### config.mk
export PLATFORM = sky130hd
export DESIGN_NAME = inst_fetch
export DESIGN_NICKNAME = d
export VERILOG_FILES = /design/src/rtl/inst_fetch.sv
export SDC_FILE = /design/constraint.sdc
export NUM_CORES = 1
export LEC_CHECK = 0
export BUFFER_PORTS_ARGS = -buffer_cell sky130_fd_sc_hd__clkbuf_2
export CORE_MARGIN = 2
export CORE_UTILIZATION = 25
export CTS_CLUSTER_SIZE = 14
export DETAILED_ROUTE_END_ITERATION = 8
export PLACE_DENSITY = 0.57
export SETUP_SLACK_MARGIN = 0.1
export SKIP_CTS_REPAIR_TIMING = 1
export SYNTH_ARGS = -nofsm -noshare
export SYNTH_HDL_FRONTEND = slang
export SYNTH_SLANG_ARGS = --single-unit
### constraint.sdc
create_clock -name clk -period 2.35 [get_ports clk]
set_clock_uncertainty 0.05 [all_clocks]
set_input_delay 0.3525 -clock clk [delete_from_list [all_inputs] [get_ports clk]]
set_output_delay 0.3525 -clock clk [all_outputs]
set_load 0.02 [all_outputs]
### src/rtl/inst_fetch.sv
// inst_fetch: instruction-fetch stage feeding a combinational instruction ROM.
// Owns the PC, drives the ROM chip enable and address, and captures pc/inst into
// the IF/ID pipeline register. Handles stalls, delay-slot branch redirects and
// exception flushes.
//
// Ports:
//   clk, rst         clock; synchronous active-high reset
//   stall_if         hold the PC
//   stall_id         hold the IF/ID register
//   flush            exception/eret redirect to new_pc (highest priority)
//   new_pc           flush redirect target
//   branch_flag      taken branch/jump resolved in ID
//   branch_target    branch destination
//   rom_ce           ROM chip enable (high only while fetching)
//   rom_addr         ROM byte address (= PC, registered)
//   rom_inst         ROM data, combinational from rom_addr
//   id_pc, id_inst   IF/ID pc and instruction (inst 0 = bubble)
//   id_valid         IF/ID holds a real instruction
//   id_adel          fetch address was misaligned
module inst_fetch #(
    parameter int unsigned ADDR_W = 32,
    parameter int unsigned DATA_W = 32,
    parameter logic [ADDR_W-1:0] RESET_PC = '0
) (
    input  logic              clk,
    input  logic              rst,
    input  logic              stall_if,
    input  logic              stall_id,
    input  logic              flush,
    input  logic [ADDR_W-1:0] new_pc,
    input  logic              branch_flag,
    input  logic [ADDR_W-1:0] branch_target,
    output logic              rom_ce,
    output logic [ADDR_W-1:0] rom_addr,
    input  logic [DATA_W-1:0] rom_inst,
    output logic [ADDR_W-1:0] id_pc,
    output logic [DATA_W-1:0] id_inst,
    output logic              id_valid,
    output logic              id_adel
);

    typedef enum logic {
        IDLE,
        FETCH
    } state_t;

    state_t            state;
    logic [ADDR_W-1:0] pc;
    logic              br_pend;
    logic [ADDR_W-1:0] br_tgt;
    logic              misaligned;

    assign misaligned = (pc[1:0] != 2'b00);
    assign rom_addr   = pc;

    always_ff @(posedge clk) begin
        if (rst) begin
            state    <= IDLE;
            pc       <= RESET_PC;
            rom_ce   <= 1'b0;
            br_pend  <= 1'b0;
            br_tgt   <= '0;
            id_pc    <= '0;
            id_inst  <= '0;
            id_valid <= 1'b0;
            id_adel  <= 1'b0;
        end else begin
            // PC / fetch control
            case (state)
                IDLE: begin
                    // pc stays at RESET_PC so the first FETCH cycle fetches it
                    state  <= FETCH;
                    rom_ce <= 1'b1;
                end
                FETCH: begin
                    if (flush) begin
                        pc      <= new_pc;
                        br_pend <= 1'b0;
                    end else if (stall_if) begin
                        // Remember a branch resolved while stalled; the held
                        // instruction is still its delay slot.
                        if (branch_flag) begin
                            br_pend <= 1'b1;
                            br_tgt  <= branch_target;
                        end
                    end else if (br_pend) begin
                        pc      <= br_tgt;
                        br_pend <= 1'b0;
                    end else if (branch_flag) begin
                        pc <= branch_target;
                    end else begin
                        pc <= pc + ADDR_W'(4);
                    end
                end
                default: begin
                    state  <= IDLE;
                    rom_ce <= 1'b0;
                end
            endcase

            // IF/ID pipeline register
            if (flush) begin
                id_pc    <= '0;
                id_inst  <= '0;
                id_valid <= 1'b0;
                id_adel  <= 1'b0;
            end else if (stall_id) begin
                id_pc    <= id_pc;
            end else if (stall_if) begin
                id_pc    <= '0;
                id_inst  <= '0;
                id_valid <= 1'b0;
                id_adel  <= 1'b0;
            end else begin
                id_pc    <= pc;
                id_valid <= rom_ce;
                id_adel  <= rom_ce & misaligned;
                id_inst  <= (misaligned | ~rom_ce) ? '0 : rom_inst;
            end
        end
    end

endmodule

# Word level (Yosys, flattened, before mapping)
# Index checks and enable logic that the tools add are counted.
# Widths: inputs -> output; s select.
# totals
reg_bits,133
in_bits,102
output_inout_bits,99
wordCells,34
# op_classes
addsub,1
n_eq_ne,2
mux,13
bitwise_logic,4
n_reduce_logical,5
# op_table
operator,n
$mux 32,7
$add 32x3->32 const B,1
$mux 1,6
$reduce_and 2->1,2
$reduce_and 4->1,1
$ne 3x1->1 const B,1
$ne 2x1->1 const B,1
$not 1->1,2
$reduce_bool 2->1,1
$reduce_or 2->1,1
$and 1x1->1,1
$or 1x1->1,1

# Longest topological paths before layout
# Gate-level depths: netlist (run 1).
# depth
word_depth,5
mapped_depth,7
ltp_nobuf,6

# Worst setup path after synthesis (run 1)
# OpenSTA, ideal clock, no wires.
# synth_path
path_kind,reg-to-reg
from,register pc[2] (netlist: rom_addr[2])
to,register pc[16] (netlist: rom_addr[16])
setup_time_ns,0.069
arrival_time_ns,1.896
t_required_ns,2.231
slack_ns,0.335
stages_incl_launch_ff,8
path_buffers,1
synth_period_minus_slack_ns,2.015
cell_sequence,dfxtp_1 > ha_1 > nand3_2 > or2_1 > buf_2 > nor3_2 > mux2_1 > o21ai_1
# synth_between
elab_chain_len,5
# synth_rtl
element,line,source
"start, declared",48,logic [ADDR_W-1:0] pc;
"start signal, assigned",77,pc <= new_pc;
"start signal, assigned",87,pc <= br_tgt;
"start signal, assigned",90,pc <= branch_target;
$add 32x3->32,92,pc <= pc + ADDR_W'(4);
$mux 32,89,end else if (branch_flag) begin
$mux 32,86,end else if (br_pend) begin
$mux 32,79,end else if (stall_if) begin
$mux 32,76,if (flush) begin
# Every way passes these cells. The select of a mux whose other input is x is not followed.
# A chain may end at the register's enable or synchronous reset.

# Worst setup path after layout (run 1)
# layout_path
from,register pc[4] (netlist: rom_addr[4])
to,register pc[17] (netlist: rom_addr[17])
# The elaborated chain is that of the path after synthesis.

==> metrics.yaml, run 1 <==
tightest_slew_ns: 0.688
required_ns: 2.61
period_share_pct: 89.6
synth_area_leaders: "dfxtp_1 42%, a21oi_1 7.4%, nand2_1 6.8%"
clock.fmax_mhz: 475
dieWidth_um: 164
dpl.hpwl_um: 16700
cap_viol_max_count: 0
worst-setup-path-type: "reg -> reg"
synth_common_cells: "133 x dfxtp_1, 115 x nand2_1, 94 x a21oi_1, 91 x nor2_1, 45 x clkbuf_1"
p_leak_uw: 0.00328
grt_antenna_before_repair: 1
ant_nets: 0
worstPathMaxFanout: 8
wl_met1_um: 10600
hold_violations: 0
io_pins: 201
clock-sinks: 133
grt_start_max_net_pins: 70
grt_usage_pct: 17.1
slew_headroom_pct: 54.1
hp-class: "in -> reg"
wl_per_cell_um: 17.2
seq_area_frac_synth_pct: 41.9
finalNetCount: 1091
drt_iter0_drc: 531
highest_layer: "met4"
crit_path_max_incr_delay_ns: 0.57
syn_inst: 811
h-tree-depth: 4
ys.flop_type: "dfxtp_1"
dr_wl_met2_um: 10300
dieArea_um2: 26700
post-route-util_pct: 33.0
clkSlewWorstSetupHoldPaths_ns: 0.06
preCtsSetupSlack_ns: 0.271
ir_drop_uv: 302
yosys.area.top_type: "dfxtp_1"
yosys_warnings: 0
fin_tns_setup_ns: 0
overflow: 0
drtPass1Iterations: 5
slew_violations: 0
synth_most_common_cell: "dfxtp_1"
end_kind: "flip-flop"
cts_buffer_depth: 2
die_y_um: 164
num_vias: 6639
synth_cell_types: 62
syn_area_per_cell_um2: 7.84
vias_per_cell: 4.98
power_uw: 5660
initial_core_util_pct: 25.3
drc: 0
path_cells: "nand4_1, nor4_1, nand4_1, a21oi_1, o21ai_1"
rsz0062_at_grt: "true"
rows: 58
cp_common_cell: "nand4_1"
syn_nets: 914
cts_buffers: 17
cts_tree: "built"
cts_root_buf: "clkbuf_16"
dr_wl_met3_um: 1590
io_buffers: 200
finalSetupViolCount: 0
synth-seq-cells: 133
start_kind: "flip-flop"
holdWs_ns: 0.100
syn_to_final_growth_pct: 30.4
place.gp.congestion: 0.835
status: "complete, no violations"
syn_area_um2: 6360
clk_latency_ns: 0.43
min_period_ns: 2.10
synth_edf_count: 0
ys_async_sr_fraction_pct: 0
wirelength_um: 22900
p_per_area_nw_per_um2: 682
grt_pass1_wl_um: 35000
worst_slack_ns: 0.245
cp_data_arrival_time_ns: 2.37
critical_path.slowest_cell: "nor4_1"
drive_above_1_share_pct: 27.6
grt_pass1_vias: 6069
synth_top_area_share_pct: 41.9
core_um2: 25100
## area by class of cell
cell class | count | area [µm²]
multi-input combinational | 587 | 3350
clock buffer | 20 | 447
clock inverter | 12 | 106
tap | 330 | 413
sequential | 133 | 2660
inverter | 22 | 82.6
antenna | 1 | 2.50
timing repair buffer | 227 | 1230
fill | 2773 | 16800
## registers in the layout, summed over array words and instances (netlist names)
register	count
br_tgt	32
id_inst	32
id_pc	32
rom_addr	32
br_pend	1
id_adel	1
id_valid	1
rom_ce	1
state	1
## per-layer routing
metal	global-route usage, %	vias to the layer above
met5	0	-
met3	4.62	25
li1	-	3261
met2	25.9	210
met4	5.26	0
met1	23.5	3143
## final timing paths
kind | from | endpoint | slack [ns] | depth (start not counted)
worst max-delay path | rom_addr[4] | rom_addr[17] | 0.25 | 5
worst min-delay path | branch_target[4] | br_tgt[4] | 0.10 | 3
worst max register to register | rom_addr[4] | rom_addr[17] | 0.25 | 5
worst min register to register | br_tgt[4] | br_tgt[4] | 0.40 | 2
## critical path, delay by kind of cell, from the launching register on
family | cells | cell delay, ns
AO/OA/AOI/OAI | 2 | 0.28
flip-flops | 1 | 0.52
AND/OR/NAND/NOR | 3 | 1.15
## per-stage QoR
stage                     cell area, µm²  cells
after detailed placement            7740   1299
after global placement              7740   1299
after global routing                8290   1331
final                               8300   1332
after CTS                           8290   1331
after floorplan                     6360    811
## cell families (layout without fill, tap and decap cells)
group | Yosys count | count (layout) | synth area share [%]
XOR/XNOR | 4 | 4 | 0.551
AO/OA/AOI/OAI | 254 | 254 | 25.5
AND/OR/NAND/NOR | 321 | 321 | 25.1
buffers and inverters | 91 | 281 | 5.68
flip-flops | 133 | 133 | 41.9
other | 0 | 1 | 0
adder cells (fa/ha/maj) | 1 | 1 | 0.197
multiplexers | 7 | 7 | 1.12
## layout by cell type, fill, tap and decap left out, types with 11 or more instances in the layout
cell type / count
nand3_1: 16
clkbuf_16: 17
nand2_1: 114
clkbuf_2: 199
a221oi_1: 11
buf_4: 26
o21ai_0: 42
nor3_1: 21
inv_1: 20
dfxtp_1: 132
nor3b_1: 24
a21oi_1: 94
a22oi_1: 42
nor2_1: 90
## where the power goes
part / internal [µW] / leakage, µW / switching, µW
logic: 266 / 0.00194 / 423
clock network: 1480 / 0.000262 / 1060
registers: 2320 / 0.00108 / 108
total: 4060 / 0.00328 / 1590
No activity file was read; power rests on OpenSTA's default activity.
==> inputs of run 2 (changes only) <==
--- a/config.mk
+++ b/config.mk
@@ -5,8 +5,8 @@
 export SDC_FILE = /design/constraint.sdc
 export NUM_CORES = 1
 export LEC_CHECK = 0
+export ABC_AREA = 1
 export BUFFER_PORTS_ARGS = -buffer_cell sky130_fd_sc_hd__clkbuf_2
-export CORE_MARGIN = 2
 export CORE_UTILIZATION = 25
 export CTS_CLUSTER_SIZE = 14
 export DETAILED_ROUTE_END_ITERATION = 8
==> metrics.yaml, run 2 <==
cts_buffer_depth: 2  # unchanged
yosys.area.top_type: "dfxtp_1"
cp_common_cell: "nand2_1"
grt_start_max_net_pins: 67  # -4.3%
rr_worst_depth: 12  # +7
crit_path_max_incr_delay_ns: 0.45  # -0.12 ns
min_to: "id_inst[4]"
drtPass1Iterations: 5  # unchanged
multi_input_area_um2: 3220  # -3.9%
layout_commonest_cell: "nand2_1"
most-common-layout-cells: "348 x nand2_1, 200 x clkbuf_2, 144 x a21oi_1"
num_vias: 6828  # +2.8%
worstPathMaxFanout: 6  # -2
hp-class: "in -> reg"
critical_path.slowest_cell: "dfxtp_1"
finalSetupViolCount: 0  # unchanged
drc: 0  # unchanged
syn_inst: 980  # +21%
io_buffers: 200  # unchanged
synth_cell_types: 32  # -48%
yosys_warnings: 0  # unchanged
hold_violations: 0  # unchanged
tightest_slew_ns: 0.715  # +0.0268 ns
dieArea_um2: 26200  # -2.1%
post-route-util_pct: 32.9  # -0.11 points
ys_async_sr_fraction_pct: 0  # unchanged
worstHoldStart: "rom_inst[4]"
rsz0062_at_grt: "false"
io_pins: 201  # unchanged
cts_tree: "built"
cts_buffers: 17  # unchanged
cap_viol_max_count: 0  # unchanged
ir_drop_uv: 395  # +31%
syn_area_per_cell_um2: 6.51  # -17%
period_share_pct: 82.0  # -7.5 points
initial_core_util_pct: 25.4  # +0.090 points
clkSlewWorstSetupHoldPaths_ns: 0.06  # about the same
start_kind: "flip-flop"
status: "complete, no violations"
p_leak_uw: 0.00360  # +9.8%
synth_common_cells: "349 x nand2_1, 144 x a21oi_1, 133 x dfxtp_1, 112 x nor2_1, 56 x inv_1"
synth_area_leaders: "dfxtp_1 42%, nand2_1 21%, a21oi_1 11%"
grt_usage_pct: 17.2  # +0.16 points
place.gp.congestion: 0.908  # +8.8%
vias_per_cell: 4.52  # -9.3%
synth_top_area_share_pct: 41.7  # -0.15 points
overflow: 0  # unchanged
dpl.hpwl_um: 16600  # -0.67%
area.sequential_um2: 2660  # about the same
dp_cells: 1477  # +14%
instances_no_fill: 1510  # +13%
grt_pass1_vias: 6343  # +4.5%
core_um2: 25100  # unchanged
cp_data_arrival_time_ns: 2.20  # -0.17 ns
grt_pass1_wl_um: 35100  # +0.12%
wl_per_cell_um: 14.9  # -13%
end_kind: "flip-flop"
synth_most_common_cell: "nand2_1"
clock.fmax_mhz: 519  # +9.2%
syn_to_final_growth_pct: 29.5
grt_busiest_layer: "met2"
ys.flop_type: "dfxtp_1"
wirelength_um: 22500  # -1.4%
fin_tns_setup_ns: 0  # unchanged
cts_root_buf: "clkbuf_16"
hold_depth: 3  # unchanged
syn_area_um2: 6380  # +0.35%
grtUsageMet2_pct: 25.6  # -0.32 points
critPathTopFamily: "simple AND/OR/NAND/NOR gates"
worst-setup-path-type: "reg -> reg"
r2r_start: "rom_addr[2]"
dieWidth_um: 162  # -1.1%
rows: 58  # unchanged
synth-seq-cells: 133  # unchanged
p_per_area_nw_per_um2: 692  # +1.4%
use_met1_pct: 24.3  # +0.77 points
grt_antenna_before_repair: 1  # unchanged
h-tree-depth: 4  # unchanged
die_y_um: 162  # -1.1%
crit_buf_inv: 1  # +1
slew_violations: 0  # unchanged
path_cells: "ha_1, nand3_2, nor2_2, nand2_2, inv_1, nand2_1, nand2_1, nand3_1, nand2_1, nand2_1, nand2_1, nand2_1"
ant_nets: 0  # unchanged
synth_edf_count: 0  # unchanged
slew_headroom_pct: 52.4  # -1.8 points
seq_area_frac_synth_pct: 41.7  # -0.15 points
min_period_ns: 1.93  # -0.177 ns
met3_usage_pct: 3.70  # -0.92 points
clk_latency_ns: 0.42  # about the same
num-fill-cells: 2810  # +1.3%
required_ns: 2.62  # about the same
drt_iter0_drc: 488  # -8.1%
rrSetupSlack_ns: 0.42  # +0.18 ns
syn_nets: 1083  # +18%
clock-sinks: 133  # unchanged
holdWs_ns: 0.106  # +0.00576 ns
finalNetCount: 1269  # +16%
drive_above_1_share_pct: 22.6  # -5.0 points
r2r-end: "rom_addr[28]"
-- run 2: worst max-delay path by stage --
stage	slack, ns	cells past startpoint	endpoint	startpoint
global route	0.21	12	rom_addr[28]	rom_addr[2]
finish	0.42	12	rom_addr[28]	rom_addr[2]
global placement	0.45	9	rom_addr[12]	rom_addr[2]
CTS	0.41	12	rom_addr[28]	rom_addr[2]
detailed placement	0.42	12	rom_addr[28]	rom_addr[2]
floorplan	0.65	9	rom_addr[12]	rom_addr[3]
-- run 2: through the flow --
stage	setup WS (ns)	power (µW)	area [µm²]
6_report	0.422	5720	8270
5_1_grt	0.208	5970	8270
3_3_place_gp	0.447	3160	7700
3_5_place_dp	0.425	3160	7700
2_1_floorplan	0.647	2850	6380
4_1_cts	0.415	5800	8270
-- run 2: layout make-up --
cell class	count	share of cell area, %
multi-input combinational	736	38.9
sequential	133	32.2
timing repair buffer	219	14.3
clock buffer	19	5.24
tap	330	4.99
inverter	59	2.68
clock inverter	13	1.63
antenna	1	0.0303
-- run 2: logic make-up (layout without fill, tap and decap cells) --
| logic type | count (synthesis) | in the layout | synth area share (%) |
|---|---|---|---|
| xor gates and xnor gates | 7 | 7 | 0.960 |
| other | 0 | 1 | 0 |
| AOI/OAI and AO/OA | 214 | 214 | 17.2 |
| adders and majority gates | 1 | 1 | 0.196 |
| buffers and inverters | 111 | 310 | 8.04 |
| DFF | 133 | 133 | 41.7 |
| and+or+nand+nor | 514 | 514 | 31.9 |
-- run 2: metal layers --
metal / vias up / wire (µm)
met5: - / 0
met4: 0 / 418
met3: 22 / 1510
met2: 237 / 9730
met1: 3062 / 10900
li1: 3507 / -
-- run 2: power by group --
group | switching, µW | internal (µW) | leakage (µW)
sequential | 102 | 2330 | 0.00108
combinational | 446 | 240 | 0.00226
clock | 1050 | 1550 | 0.000265
total | 1590 | 4120 | 0.00360
-- run 2: worst reg2reg max path, stage by stage, from the launching register on --
cell	delay, ns
dfxtp_1	0.45
ha_1	0.23
nand3_2	0.16
nor2_2	0.29
nand2_2	0.13
inv_1	0.10
nand2_1	0.06
nand2_1	0.06
nand3_1	0.07
nand2_1	0.06
nand2_1	0.07
nand2_1	0.07
nand2_1	0.04
